===== src/rtl/multicycle_ctrl_fsm_pkg.sv =====
// Shared types for the multi-cycle sequencer: FSM states, opcode/ALU encodings, instruction field slices.
package multicycle_ctrl_fsm_pkg;

  typedef enum logic [2:0] {
    ST_IDLE   = 3'd0,
    ST_FETCH  = 3'd1,
    ST_DECODE = 3'd2,
    ST_EXEC   = 3'd3,
    ST_WB     = 3'd4,
    ST_HALT   = 3'd5
  } state_e;

  typedef enum logic [1:0] {
    CLS_ALU     = 2'd0,
    CLS_BRANCH  = 2'd1,
    CLS_HALT    = 2'd2,
    CLS_ILLEGAL = 2'd3
  } op_class_e;

  localparam logic [3:0] OP_ADD  = 4'h0;
  localparam logic [3:0] OP_SUB  = 4'h1;
  localparam logic [3:0] OP_AND  = 4'h2;
  localparam logic [3:0] OP_OR   = 4'h3;
  localparam logic [3:0] OP_ADDI = 4'h4;
  localparam logic [3:0] OP_BEQ  = 4'h5;
  localparam logic [3:0] OP_HALT = 4'hF;

  localparam logic [2:0] ALU_ADD = 3'd0;
  localparam logic [2:0] ALU_SUB = 3'd1;
  localparam logic [2:0] ALU_AND = 3'd2;
  localparam logic [2:0] ALU_OR  = 3'd3;

  function automatic logic [3:0] f_op(input logic [15:0] ir);
    return ir[15:12];
  endfunction

  function automatic logic [2:0] f_rd(input logic [15:0] ir);
    return ir[11:9];
  endfunction

  function automatic logic [2:0] f_rs0(input logic [15:0] ir);
    return ir[8:6];
  endfunction

  function automatic logic [2:0] f_rs1(input logic [15:0] ir);
    return ir[5:3];
  endfunction

  function automatic logic [15:0] f_imm(input logic [15:0] ir);
    return {{10{ir[5]}}, ir[5:0]};
  endfunction

endpackage


===== src/rtl/multicycle_ctrl_fsm_if.sv =====
// Controller <-> datapath/imem bundle; master is the sequencer, slave is the datapath + instruction memory side.
interface multicycle_ctrl_fsm_if #(
  parameter int REG_ADDR_W = 3
);
  logic                  run;
  logic                  imem_req;
  logic [15:0]           imem_addr;
  logic                  imem_ack;
  logic [15:0]           imem_data;
  logic [REG_ADDR_W-1:0] rdAddr;
  logic [REG_ADDR_W-1:0] rs0Addr;
  logic [REG_ADDR_W-1:0] rs1Addr;
  logic [15:0]           immediate;
  logic                  ALUSrcA;
  logic                  ALUSrcB;
  logic [2:0]            ALUOp;
  logic [15:0]           ALUOut;
  logic                  writeEnable;
  logic [15:0]           dataWrite;
  logic [15:0]           PC;
  logic                  busy;
  logic                  halted;
  logic                  illegal;

  modport master (
    input  run, imem_ack, imem_data, ALUOut,
    output imem_req, imem_addr, rdAddr, rs0Addr, rs1Addr, immediate,
           ALUSrcA, ALUSrcB, ALUOp, writeEnable, dataWrite, PC, busy, halted, illegal
  );

  modport slave (
    output run, imem_ack, imem_data, ALUOut,
    input  imem_req, imem_addr, rdAddr, rs0Addr, rs1Addr, immediate,
           ALUSrcA, ALUSrcB, ALUOp, writeEnable, dataWrite, PC, busy, halted, illegal
  );
endinterface


===== src/rtl/multicycle_ctrl_fsm_decode.sv =====
// Combinational opcode decode: ALU operation, B-operand select and instruction class.
module multicycle_ctrl_fsm_decode
  import multicycle_ctrl_fsm_pkg::*;
(
  input  logic [3:0] op_i,
  output logic [2:0] alu_op_o,
  output logic       alu_src_b_o,
  output op_class_e  cls_o
);

  always_comb begin
    alu_op_o    = ALU_ADD;
    alu_src_b_o = 1'b0;
    cls_o       = CLS_ILLEGAL;
    case (op_i)
      OP_ADD:  begin alu_op_o = ALU_ADD; cls_o = CLS_ALU; end
      OP_SUB:  begin alu_op_o = ALU_SUB; cls_o = CLS_ALU; end
      OP_AND:  begin alu_op_o = ALU_AND; cls_o = CLS_ALU; end
      OP_OR:   begin alu_op_o = ALU_OR;  cls_o = CLS_ALU; end
      OP_ADDI: begin alu_op_o = ALU_ADD; alu_src_b_o = 1'b1; cls_o = CLS_ALU; end
      // Branch compares by subtraction; taken when the difference is zero.
      OP_BEQ:  begin alu_op_o = ALU_SUB; cls_o = CLS_BRANCH; end
      OP_HALT: cls_o = CLS_HALT;
      default: cls_o = CLS_ILLEGAL;
    endcase
  end

endmodule


===== src/rtl/multicycle_ctrl_fsm.sv =====
// Multi-cycle sequencer: fetch over req/ack (held until ack), then DECODE, EXEC and WB one cycle each.
// R/ADDI retire ack+3 cycles, BEQ ack+2; reset aborts immediately with no writeback.
module multicycle_ctrl_fsm
  import multicycle_ctrl_fsm_pkg::*;
#(
  parameter logic [15:0] RESET_PC   = 16'h0000,
  parameter int          REG_ADDR_W = 3
) (
  input  logic                  CLK,
  input  logic                  reset,
  multicycle_ctrl_fsm_if.master bus
);

  state_e      state_q, state_d;
  logic [15:0] pc_q, pc_d;
  logic [15:0] ir_q, ir_d;
  logic [15:0] result_q, result_d;
  logic        illegal_q, illegal_d;
  logic        alu_src_a_q, alu_src_a_d;

  logic [2:0]  dec_alu_op;
  logic        dec_alu_src_b;
  op_class_e   dec_cls;

  multicycle_ctrl_fsm_decode u_decode (
    .op_i        (f_op(ir_q)),
    .alu_op_o    (dec_alu_op),
    .alu_src_b_o (dec_alu_src_b),
    .cls_o       (dec_cls)
  );

  always_ff @(posedge CLK or posedge reset) begin
    if (reset) begin
      state_q     <= ST_IDLE;
      pc_q        <= RESET_PC;
      ir_q        <= '0;
      result_q    <= '0;
      illegal_q   <= 1'b0;
      alu_src_a_q <= 1'b0;
    end else begin
      state_q     <= state_d;
      pc_q        <= pc_d;
      ir_q        <= ir_d;
      result_q    <= result_d;
      illegal_q   <= illegal_d;
      alu_src_a_q <= alu_src_a_d;
    end
  end

  always_comb begin
    state_d     = state_q;
    pc_d        = pc_q;
    ir_d        = ir_q;
    result_d    = result_q;
    illegal_d   = illegal_q;
    alu_src_a_d = alu_src_a_q;
    case (state_q)
      ST_IDLE: begin
        if (bus.run) state_d = ST_FETCH;
      end
      ST_FETCH: begin
        if (bus.imem_ack) begin
          ir_d    = bus.imem_data;
          pc_d    = pc_q + 16'd1;
          state_d = ST_DECODE;
        end
      end
      ST_DECODE: begin
        case (dec_cls)
          CLS_ALU, CLS_BRANCH: begin
            alu_src_a_d = 1'b1;
            state_d     = ST_EXEC;
          end
          CLS_HALT: state_d = ST_HALT;
          default: begin
            illegal_d = 1'b1;
            state_d   = ST_HALT;
          end
        endcase
      end
      ST_EXEC: begin
        result_d = bus.ALUOut;
        if (dec_cls == CLS_BRANCH) begin
          // pc_q already points past the branch, so the offset is relative to PC+1.
          if (bus.ALUOut == 16'h0000) pc_d = pc_q + f_imm(ir_q);
          state_d = ST_FETCH;
        end else begin
          state_d = ST_WB;
        end
      end
      ST_WB: state_d = ST_FETCH;
      ST_HALT: begin
        if (bus.run) begin
          illegal_d = 1'b0;
          state_d   = ST_FETCH;
        end
      end
      default: state_d = ST_IDLE;
    endcase
  end

  always_comb begin
    bus.imem_req    = (state_q == ST_FETCH);
    bus.imem_addr   = pc_q;
    bus.PC          = pc_q;
    bus.rdAddr      = REG_ADDR_W'(f_rd(ir_q));
    bus.rs0Addr     = REG_ADDR_W'(f_rs0(ir_q));
    bus.rs1Addr     = REG_ADDR_W'(f_rs1(ir_q));
    // BEQ compares rd-field against rs0-field, so both sources shift up one field.
    if (dec_cls == CLS_BRANCH) begin
      bus.rs0Addr = REG_ADDR_W'(f_rd(ir_q));
      bus.rs1Addr = REG_ADDR_W'(f_rs0(ir_q));
    end
    bus.immediate   = f_imm(ir_q);
    bus.ALUSrcA     = alu_src_a_q;
    bus.ALUSrcB     = dec_alu_src_b;
    bus.ALUOp       = dec_alu_op;
    bus.writeEnable = (state_q == ST_WB);
    bus.dataWrite   = result_q;
    bus.busy        = (state_q != ST_IDLE) && (state_q != ST_HALT);
    bus.halted      = (state_q == ST_HALT);
    bus.illegal     = illegal_q;
  end

endmodule


===== src/flat_wrapper.sv =====
// flat-port wrapper written by rule: the top's interface ports become plain ports
module multicycle_ctrl_fsm_flat import multicycle_ctrl_fsm_pkg::*;
#(
  parameter logic [15:0] RESET_PC   = 16'h0000,
  parameter int          REG_ADDR_W = 3
)
  (CLK, reset, bus_run, bus_imem_ack, bus_imem_data, bus_ALUOut, bus_imem_req, bus_imem_addr, bus_rdAddr, bus_rs0Addr, bus_rs1Addr, bus_immediate, bus_ALUSrcA, bus_ALUSrcB, bus_ALUOp, bus_writeEnable, bus_dataWrite, bus_PC, bus_busy, bus_halted, bus_illegal);
  multicycle_ctrl_fsm_if #(.REG_ADDR_W(REG_ADDR_W)) bus_i ();
  input  logic CLK;
  input  logic reset;
  input wire logic [$bits(bus_i.run)-1:0] bus_run;
  input wire logic [$bits(bus_i.imem_ack)-1:0] bus_imem_ack;
  input wire logic [$bits(bus_i.imem_data)-1:0] bus_imem_data;
  input wire logic [$bits(bus_i.ALUOut)-1:0] bus_ALUOut;
  output wire logic [$bits(bus_i.imem_req)-1:0] bus_imem_req;
  output wire logic [$bits(bus_i.imem_addr)-1:0] bus_imem_addr;
  output wire logic [$bits(bus_i.rdAddr)-1:0] bus_rdAddr;
  output wire logic [$bits(bus_i.rs0Addr)-1:0] bus_rs0Addr;
  output wire logic [$bits(bus_i.rs1Addr)-1:0] bus_rs1Addr;
  output wire logic [$bits(bus_i.immediate)-1:0] bus_immediate;
  output wire logic [$bits(bus_i.ALUSrcA)-1:0] bus_ALUSrcA;
  output wire logic [$bits(bus_i.ALUSrcB)-1:0] bus_ALUSrcB;
  output wire logic [$bits(bus_i.ALUOp)-1:0] bus_ALUOp;
  output wire logic [$bits(bus_i.writeEnable)-1:0] bus_writeEnable;
  output wire logic [$bits(bus_i.dataWrite)-1:0] bus_dataWrite;
  output wire logic [$bits(bus_i.PC)-1:0] bus_PC;
  output wire logic [$bits(bus_i.busy)-1:0] bus_busy;
  output wire logic [$bits(bus_i.halted)-1:0] bus_halted;
  output wire logic [$bits(bus_i.illegal)-1:0] bus_illegal;
  assign bus_i.run = bus_run;
  assign bus_i.imem_ack = bus_imem_ack;
  assign bus_i.imem_data = bus_imem_data;
  assign bus_i.ALUOut = bus_ALUOut;
  assign bus_imem_req = bus_i.imem_req;
  assign bus_imem_addr = bus_i.imem_addr;
  assign bus_rdAddr = bus_i.rdAddr;
  assign bus_rs0Addr = bus_i.rs0Addr;
  assign bus_rs1Addr = bus_i.rs1Addr;
  assign bus_immediate = bus_i.immediate;
  assign bus_ALUSrcA = bus_i.ALUSrcA;
  assign bus_ALUSrcB = bus_i.ALUSrcB;
  assign bus_ALUOp = bus_i.ALUOp;
  assign bus_writeEnable = bus_i.writeEnable;
  assign bus_dataWrite = bus_i.dataWrite;
  assign bus_PC = bus_i.PC;
  assign bus_busy = bus_i.busy;
  assign bus_halted = bus_i.halted;
  assign bus_illegal = bus_i.illegal;
  multicycle_ctrl_fsm #(.RESET_PC(RESET_PC), .REG_ADDR_W(REG_ADDR_W)) u_core (.CLK(CLK), .reset(reset), .bus(bus_i));
endmodule

===== config.mk =====
export PLATFORM = sky130hd
export DESIGN_NAME = multicycle_ctrl_fsm_flat
export DESIGN_NICKNAME = d
export VERILOG_FILES = /design/src/rtl/multicycle_ctrl_fsm_pkg.sv /design/src/rtl/multicycle_ctrl_fsm_if.sv /design/src/rtl/multicycle_ctrl_fsm_decode.sv /design/src/rtl/multicycle_ctrl_fsm.sv /design/src/flat_wrapper.sv
export SDC_FILE = /design/constraint.sdc
export NUM_CORES = 1
export LEC_CHECK = 0
export BUFFER_PORTS_ARGS = -buffer_cell sky130_fd_sc_hd__buf_2
export CAP_MARGIN = 15
export CORE_UTILIZATION = 49
export DETAILED_ROUTE_END_ITERATION = 8
export GPL_TIMING_DRIVEN = 0
export HOLD_SLACK_MARGIN = 0.15
export PLACE_DENSITY = 0.88
export RECOVER_POWER = 100
export SYNTH_ARGS = -nofsm -noshare
export SYNTH_HDL_FRONTEND = slang
export SYNTH_SLANG_ARGS = --single-unit

===== constraint.sdc =====
create_clock -name CLK -period 3.9 [get_ports CLK]
set_input_delay 0.195 -clock CLK [delete_from_list [all_inputs] [get_ports CLK]]
set_output_delay 0.195 -clock CLK [all_outputs]
set_load 0.02 [all_outputs]

==> results.txt <==
----------------------------------------------------
[Outcome]
  Result of the run ... finished, violations left
  Violated checks ... capacitance limit, slew limit

[CTS]
  Clk slew on worst S/H paths ... ~90 ps
  Post-CTS setup buffer count ... 0
  Num Clock Sinks ... 53
  TritonCTS clock tree ... built
  Total clock buffers created by CTS ... 5
  Worst-case clock buffer depth ... 2
  Number of gates resized after cts ... 0
  Clock network latency to the later pin of the worst-skew pair ... just over 300 ps
  Root cell of the clock tree ... sky130_fd_sc_hd__clkbuf_8
  Number of buffers added to fix hold violations after cts ... 34
  Maximum level of the CTS H-tree ... 2

[Route]
  Via density per instance ... ~5.2
  DRC violation count after routing ... 0
  Vias post-DR ... between 2k and 3k
  Length of the first detailed-routing pass in iterations ... 4
  Wire length after detailed routing ... a little under 8000 um
  Number of DRC markers in iteration 0 ... a little under 200
  Antenna viol nets, final ... 0
  Avg WL per Cell ... between 10 and 15 um

[Critical path]
  Capturing element type of the critical path ... register
  Data required, critical path ... 4090 ps
  Crit. Startpoint ... u_core.state_q[2]
  Arrival time of the worst setup path ... between 3000 and 4000 ps
  End of the worst register-to-register path ... u_core.bus.PC[13]
  Worst-path maximum fanout ... 10
  Sort of element at the start of the critical path ... register
  Worst reg-to-reg path cell count ... 14
  Worst setup endpoint ... u_core.bus.PC[13]
  Slack of the worst reg-to-reg path ... 470 ps
  Critical path type ... reg2reg
  Critical register-to-register path startpoint ... u_core.state_q[2]

[Power]
  Leakage dissipation ... slightly below 2 nW
  Pwr Total ... roughly 3.6 mW
  Power density over cell area ... between 800 and 900 nW/um^2
  Worst vdd ir ... 472 uV

[STA]
  Setup violations, final ... 0
  Fraction of the cycle the final worst path needs ... a little under 90%
  Worst clock skew ... between 6 and 7 ps
  Post-layout minimum cycle time ... 3430 ps
  Setup Total Neg Slack ... 0 ps
  Actual transition at the worst max-transition pin ... about 2100 ps
  Unrepaired setup endpoints after global routing ... no
  Achievable Freq ... between 200 and 300 MHz
  Count of final max-slew check failures ... 40
  Final hold violation count ... 0
  Worst slew margin ... -39.3%

[Global routing]
  Pin count of the biggest net entering global routing ... 40
  GRT Total Usage ... 24.7%
  Number of global-route vias before repair ... about 2.7k
  Number of antenna violations at the first check in global routing ... 0
  Total global routing overflow ... 0
  Global-route wire length before repair ... 12,500 um

[Layout]
  Post-route cell area ... around 4100 sq um
  Fraction of layout instances using a drive strength above 1 ... around 28%
  Commonest cells after routing, fill and taps aside ... sky130_fd_sc_hd__clkbuf_1 (72), sky130_fd_sc_hd__nand2_1 (62), sky130_fd_sc_hd__buf_2 (58)
  Register area ... roughly 1300 sq um
  Total Nets Final ... 512
  Area Growth Syn to Fin ... 34.2%
  Most common cell after layout, fill and taps aside ... sky130_fd_sc_hd__clkbuf_1
  Combined area of the multi-input logic cells ... around 1400 sq um
  Number of fill cells in the layout ... between 400 and 500
  Total inserted antenna cells ... 0

[Synthesis]
  Synth top area cells ... sky130_fd_sc_hd__dfrtp_1 (44%), sky130_fd_sc_hd__mux2_2 (10%), sky130_fd_sc_hd__buf_4 (8.9%), sky130_fd_sc_hd__nand2_1 (7.7%), sky130_fd_sc_hd__xnor2_1 (4.0%)
  Synth async-reset ratio ... 100%
  Synthesized flop and latch total ... 53
  Number of enable flip-flop cells after synthesis ... 0
  Area fraction of the dominant cell type after synthesis ... 43.7%
  Post-synthesis cell count ... between 300 and 400
  Dominant register cell in the synthesized netlist ... sky130_fd_sc_hd__dfrtp_1
  Post-synth cell types ... 43
  YS warnings ... 0
  Post-synthesis area per instance ... just under 10 sq um
  Share of the yosys chip area belonging to registers ... between 40% and 50%
  Post-Synthesis Cell Area ... approximately 3000 sq um
  Post-Syn Nets ... between 300 and 400
  Largest area contributor in the synthesized netlist ... sky130_fd_sc_hd__dfrtp_1

[Placed design]
  Routability congestion estimate from global placement ... approximately 0.9
  Post-DP HPWL ... between 5000 and 6000 um
  Count of port buffers added during placement ... about 120
  Post-place instance area ... 3740 sq um

[Floorplan]
  Core Footprint ... ~6000 sq um
  Die Footprint ... around 6500 sq um
  Height of the chip ... a little over 80 um
  Die W ... between 80 and 90 um
  I/O pin cnt ... approximately 120
  Standard-cell rows ... 28
  Initial cell density of the core ... 51.0%

[Run]
  Number of max-cap violations ... 1

[Min path]
  Worst min path class ... in2reg

----------------------------------------------------
[how the worst min path moves through the flow]
stage,cells past startpoint,from,slack (ps),end
2_1_floorplan,1,bus_run,280,u_core.bus.illegal
3_5_place_dp,2,reset,180,u_core.bus.dataWrite[3]
3_3_place_gp,2,bus_run,400,u_core.bus.illegal
4_1_cts,3,bus_imem_ack,160,u_core.state_q[1]
5_1_grt,3,bus_imem_ack,170,u_core.state_q[1]
6_report,3,bus_imem_ack,170,u_core.state_q[1]
[synthesized netlist by cell type (4+ instances only)]
cell type                   n
sky130_fd_sc_hd__nand3_1    4
sky130_fd_sc_hd__a21o_1     4
sky130_fd_sc_hd__clkbuf_1   6
sky130_fd_sc_hd__nand2_1   62
sky130_fd_sc_hd__nor4_1     8
sky130_fd_sc_hd__and3_1     7
sky130_fd_sc_hd__o21ai_0    4
sky130_fd_sc_hd__dfrtp_1   53
sky130_fd_sc_hd__a21oi_1   12
sky130_fd_sc_hd__nor3_1     4
sky130_fd_sc_hd__o21ai_1    5
sky130_fd_sc_hd__and2_1     8
sky130_fd_sc_hd__or3_1      4
sky130_fd_sc_hd__buf_2      6
sky130_fd_sc_hd__buf_4     36
sky130_fd_sc_hd__ha_1       5
sky130_fd_sc_hd__nor2_1     8
sky130_fd_sc_hd__mux2_2    27
sky130_fd_sc_hd__xnor2_1   14
[sequential cells by signal, summed over array words and instances (netlist names)]
name                  count
u_core.bus.ALUSrcA        1
u_core.bus.PC            16
u_core.bus.dataWrite     16
u_core.bus.illegal        1
u_core.ir_q              16
u_core.state_q            3
[where the power goes]
group          switching [mW]  internal, mW
Sequential              0.291         0.813
Clock                   0.182         0.190
Combinational            1.22         0.870
Total                    1.70          1.87
[metrics by stage]
| stage | instances | setup slack (ps) | utilization, % | hold WS, ps |
|---|---|---|---|---|
| final | 545 | 468 | 68.4 | 166 |
| after global routing | 545 | 112 | 68.4 | 170 |
| after CTS | 545 | 507 | 70.3 | 158 |
| after detailed placement | 504 | 539 | 62.8 | 179 |
| after global placement | 503 | 592 | 62.4 | 402 |
| after floorplan | 311 | 967 | - | 281 |
[critical path, cell delays in order (launching register included)]
cell and delay, ps:
sky130_fd_sc_hd__dfrtp_1 380, sky130_fd_sc_hd__buf_6 130, sky130_fd_sc_hd__inv_1 140, sky130_fd_sc_hd__and3_1 170, sky130_fd_sc_hd__buf_2 160, sky130_fd_sc_hd__clkbuf_1 340, sky130_fd_sc_hd__and2_0 260, sky130_fd_sc_hd__ha_1 270
sky130_fd_sc_hd__a211oi_1 230, sky130_fd_sc_hd__o21bai_1 130, sky130_fd_sc_hd__a21o_1 190, sky130_fd_sc_hd__clkbuf_1 210, sky130_fd_sc_hd__o41ai_1 390, sky130_fd_sc_hd__nand3_1 140, sky130_fd_sc_hd__xnor2_1 160
[layer usage]
layer  global-route usage [%]  vias up  wire length [um]
li1                         -     1353                 -
met1                     29.7     1320              3050
met2                     43.7      123              4030
met3                     4.83       18               481
met4                     8.93        0               144
met5                        0        -                 0
[layout make-up]
cell class,instances,area share [%]
clock inverters,2,0.952
inverters,2,0.184
repair buffers,152,20.9
multi-input cells,207,33.3
plain buffers,49,8.07
clock buffers,5,1.69
well taps,75,2.30
flip-flops and latches,53,32.5
[cells by family (layout without fill, tap and decap cells)]
logic type | Yosys count | count (layout) | synth area share (%)
adders and majority gates | 6 | 6 | 2.72
AOI/OAI and AO/OA | 36 | 36 | 7.58
other | 1 | 1 | 0.123
buffers and inverters | 51 | 210 | 11.2
muxes | 27 | 27 | 10.0
xor gates and xnor gates | 14 | 14 | 4.04
and+or+nand+nor | 123 | 123 | 20.6
DFF | 53 | 53 | 43.7
Note: power is estimated with default switching activity, not from simulation.
